--- config.mk ---
export PLATFORM = sky130hd
export DESIGN_NAME = ones_frame_accum
export DESIGN_NICKNAME = d
export VERILOG_FILES = /design/src/rtl/ones_count_pkg.sv /design/src/rtl/ones_frame_accum.sv
export SDC_FILE = /design/constraint.sdc
export NUM_CORES = 1
export LEC_CHECK = 0
export CAP_MARGIN = 10
export CORE_UTILIZATION = 45
export CTS_CLUSTER_SIZE = 14
export DETAILED_ROUTE_END_ITERATION = 10
export GPL_TIMING_DRIVEN = 0
export PLACE_DENSITY = 0.7
export SETUP_SLACK_MARGIN = 0.15
export SKIP_CTS_REPAIR_TIMING = 1
export SYNTH_ARGS = -nofsm -noshare
export SYNTH_HDL_FRONTEND = slang
export SYNTH_SLANG_ARGS = --single-unit
--- constraint.sdc ---
create_clock -name clk -period 3.4 [get_ports clk]
set_input_delay 0.68 -clock clk [delete_from_list [all_inputs] [get_ports clk]]
set_output_delay 0.68 -clock clk [all_outputs]
set_load 0.02 [all_outputs]
--- src/rtl/ones_count_pkg.sv ---
// Shared definitions for the ones-counter stage and its downstream frame accumulator.
package ones_count_pkg;

  localparam int CNT_W        = 3;
  localparam int MAX_PER_WORD = 7;

  // Width needed to hold the largest possible frame total without overflow.
  function automatic int frame_sum_w(input int frame_len);
    return $clog2(MAX_PER_WORD * frame_len + 1);
  endfunction

endpackage

--- src/rtl/ones_frame_accum.sv ---
// Sums per-word ones counts over a frame (FRAME_LEN words or early in_last) and
// presents the total through a one-entry valid/ready output buffer.
module ones_frame_accum
  import ones_count_pkg::*;
#(
  parameter  int FRAME_LEN = 16,
  parameter  int THRESH    = 56,
  localparam int SUM_W     = frame_sum_w(FRAME_LEN),
  localparam int IDX_W     = $clog2(FRAME_LEN + 1)
) (
  input  logic             clk,
  input  logic             rst,
  input  logic [CNT_W-1:0] in_count,
  input  logic             in_valid,
  input  logic             in_last,
  output logic             in_ready,
  output logic [SUM_W-1:0] out_sum,
  output logic [IDX_W-1:0] out_words,
  output logic             out_above,
  output logic             out_valid,
  input  logic             out_ready
);

  localparam logic [0:0] ACCUM = 1'b0;
  localparam logic [0:0] FULL  = 1'b1;

  logic [0:0]       state;
  logic [SUM_W-1:0] acc;
  logic [IDX_W-1:0] idx;
  logic [SUM_W-1:0] sum_next;
  logic             accept;
  logic             transfer;
  logic             final_word;

  // The state is fully implied by the output handshake; FULL blocks all input.
  always_comb begin
    state = ACCUM;
    if (out_valid && !out_ready) state = FULL;
  end

  assign in_ready   = !rst && (state == ACCUM);
  assign accept     = in_valid && in_ready;
  assign transfer   = out_valid && out_ready;
  assign final_word = in_last || (idx == IDX_W'(FRAME_LEN - 1));
  assign sum_next   = acc + SUM_W'(in_count);

  always_ff @(posedge clk) begin
    if (rst) begin
      acc       <= '0;
      idx       <= '0;
      out_sum   <= '0;
      out_words <= '0;
      out_above <= 1'b0;
      out_valid <= 1'b0;
    end else begin
      if (transfer) out_valid <= 1'b0;
      if (accept) begin
        if (final_word) begin
          // A same-cycle transfer is overridden here, so frames never bubble.
          out_sum   <= sum_next;
          out_words <= idx + IDX_W'(1);
          out_above <= int'(sum_next) > THRESH;
          out_valid <= 1'b1;
          acc       <= '0;
          idx       <= '0;
        end else begin
          acc <= sum_next;
          idx <= idx + IDX_W'(1);
        end
      end
    end
  end

endmodule
==> results by group <==
Synth
  • Synthesized Nets: 160
  • Sequential area share after synthesis: 41.8%
  • Post-Syn Area: 1240 µm²
  • Largest cells by area after synthesis: dfxtp_1, a21oi_1, ha_1
  • Post-synth top area share: 41.8%
  • Yosys warning count: 0
  • Synth cell types: 34
  • #FFs+latches synth: 26
  • Dominant cell type by area after synthesis: dfxtp_1
  • Mapped Cells: 146
  • Synthesized area per cell: 8.53 µm²

Power
  • Pwr Density: 361 nW/µm²
  • Worst vdd ir: 0.226 mV
  • Leak pwr: 0.543 nW

Detailed routing
  • Detail-routed net length per standard cell: 14.0 µm
  • Drt total wl: 2820 µm
  • First-pass iteration count of the detailed router: 4
  • Remaining antenna violation count after routing: 0
  • DRC viols: 0
  • DR iter-0 viols: 30
  • Vias/cell: 5.74
  • Vias: 1160

Worst setup path
  • CP Data Arrival Time: 2.43 ns
  • CP Class: input pin to output pin
  • Critical Path RT: 2.72 ns
  • Largest fanout on the critical path: 10
  • Startpoint Class: input pin
  • Worst setup EP type: output pin

Final layout
  • Fillers: 238
  • Layout cells sized above 1: 7.56%
  • Synth-to-Final Area Change: 23.8%
  • Fin util: 60.6%
  • Non-filler cells in the finished layout: 202
  • N_diodes: 0
  • NumNets Final: 187

Global route
  • Overflow after GRT: 0
  • First-pass GRT wire length: 4400 µm
  • Pin count of the biggest net entering global routing: 15
  • Global Route Usage Sum: 20.7%
  • Vias in the first global route: 1013
  • Initial antenna violation count: 0

CTS
  • Worst-path clk slew: 0.13 ns
  • Root buffer cell: clkbuf_4
  • CTS Sinks: 26
  • CTS Buffer Depth: 2
  • Num CTS Buffers: 3
  • Max H-tree Level: 1
  • CTS tree: built
  • Worst-Skew Late Latency: 0.33 ns

Die
  • # rows: 18
  • Initial Util: 48.9%
  • Ports: 23
  • Die X: 54.6 µm
  • Die height: 54.6 µm
  • Core area: 2540 µm²
  • Die ar.: 2980 µm²

STA
  • Sum Neg Setup Slack: 0 ns
  • Final setup vio count: 0
  • Final slew viol count: 0
  • Post-layout min period: 3.11 ns
  • Slew @ Worst Pin: 0.958 ns
  • Hold Vio Cnt, Final: 0
  • Slew HR: 35.5%
  • Fmax: 0.322 GHz
  • Final worst-path cycle share: 91.4%
  • Clock Skew: 0.0140 ns
  • Hold Slack: 0.464 ns
  • RSZ-0062 raised after global routing: false

Place
  • Placed insts: 198
  • Global placer's final weighted congestion: 0.806
  • HPWL after detailed placement: 2060 µm
  • # port buffers: 22

Status
  • Outcome: completed

Worst hold path
  • Hold Path Class: flop to flop

Job
  • Max_cap viols: 0
registers in the layout, summed over array words and instances, names as in the netlist:
name,cells
acc,7
out_above,1
idx,5
out_valid,1
out_words,5
out_sum,7
synthesized netlist by cell type:
cell	instances
clkbuf_1	5
a21oi_1	19
nor4_1	1
buf_2	2
ha_1	5
nor3_1	3
dfxtp_1	26
o32ai_1	1
mux2i_1	3
o21ai_0	9
nor2b_1	1
nor4_4	1
nand2_1	13
a21o_1	1
o31a_1	2
xnor2_1	3
xor2_1	2
nor2b_4	1
nand3b_1	2
a21bo_2	1
or3_1	3
nand3_1	9
or4_1	1
nor2_1	15
or2_2	1
a22oi_1	1
a311oi_1	1
fa_1	1
inv_1	4
clkbuf_2	1
nand4_1	1
a32o_1	1
a211oi_1	4
and3_1	2
final timing paths:
check	from	end	slack, ns	cells past startpoint
max	rst	in_ready	0.29	5
min	acc[0]$_SDFFE_PP0P_	acc[0]$_SDFFE_PP0P_	0.46	2
max reg2reg	idx[0]$_SDFFE_PP0P_	idx[3]$_SDFFE_PP0P_	0.94	7
min reg2reg	acc[0]$_SDFFE_PP0P_	acc[0]$_SDFFE_PP0P_	0.46	2
logic make-up (layout without fill, tap and decap cells):
| logic type | Yosys count | after routing | synth area share (%) |
|---|---|---|---|
| simple gates | 54 | 54 | 22.4 |
| compound gates | 40 | 40 | 19.3 |
| flops | 26 | 26 | 41.8 |
| buf+inv | 12 | 38 | 3.92 |
| fa+ha+maj | 6 | 6 | 6.63 |
| xor+xnor | 5 | 5 | 3.52 |
| mux | 3 | 3 | 2.41 |
power by group:
part / switching, mW / leakage [nW] / internal [mW]
registers: 0.00399 / 0.211 / 0.312
clock network: 0.0941 / 0.0210 / 0.0655
logic: 0.0462 / 0.311 / 0.0345
total: 0.144 / 0.543 / 0.412
critical path: stages:
cell and delay (ns):
clkdlybuf4s50_1 0.57, clkbuf_2 0.26, clkbuf_2 0.29, nor2_1 0.08
clkdlybuf4s50_1 0.54
cell usage in the layout, fill, tap and decap left out, types with 2 or more instances in the layout:
cell	synthesis	layout
clkbuf_4	0	3
nand3_1	9	9
xnor2_1	3	3
dfxtp_1	26	26
and3_1	2	2
mux2i_1	3	3
clkbuf_2	1	3
nand3b_1	2	2
nor2_1	15	15
buf_2	2	2
xor2_1	2	2
nand2_1	13	13
o31a_1	2	2
inv_1	4	4
clkdlybuf4s50_1	0	22
or3_1	3	3
a211oi_1	4	4
o21ai_0	9	9
nor3_1	3	3
clkbuf_1	5	3
a21oi_1	19	19
ha_1	5	5
per-layer routing:
layer	GRT usage (%)	share of wire [%]	vias up	routed length [µm]
li1	-	-	572	-
met1	27.7	47	542	1330
met2	33.5	46	42	1310
met3	2.78	5.4	4	152
met4	7.69	0.85	0	24
met5	0	0	-	0
per-stage QoR:
stage / power, mW / worst slack, ns / instance area (µm²)
6_report: 0.557 / 0.292 / 1540
4_1_cts: 0.559 / -0.0150 / 1540
2_1_floorplan: 0.370 / 1.32 / 1240
5_1_grt: 0.579 / 0.220 / 1540
3_5_place_dp: 0.403 / -0.00615 / 1500
3_3_place_gp: 0.402 / -0.00764 / 1500
area by class of cell:
class / count / area (µm²) / share of cell area, %
Multi-Input combinational cell: 108 / 676 / 43.8
Sequential cell: 26 / 520 / 33.8
Timing Repair Buffer: 22 / 220 / 14.3
Tap cell: 30 / 37.5 / 2.44
Clock buffer: 4 / 36.3 / 2.35
Buffer: 8 / 36.3 / 2.35
Inverter: 4 / 15.0 / 0.974
(Power assumes the default switching activity.)
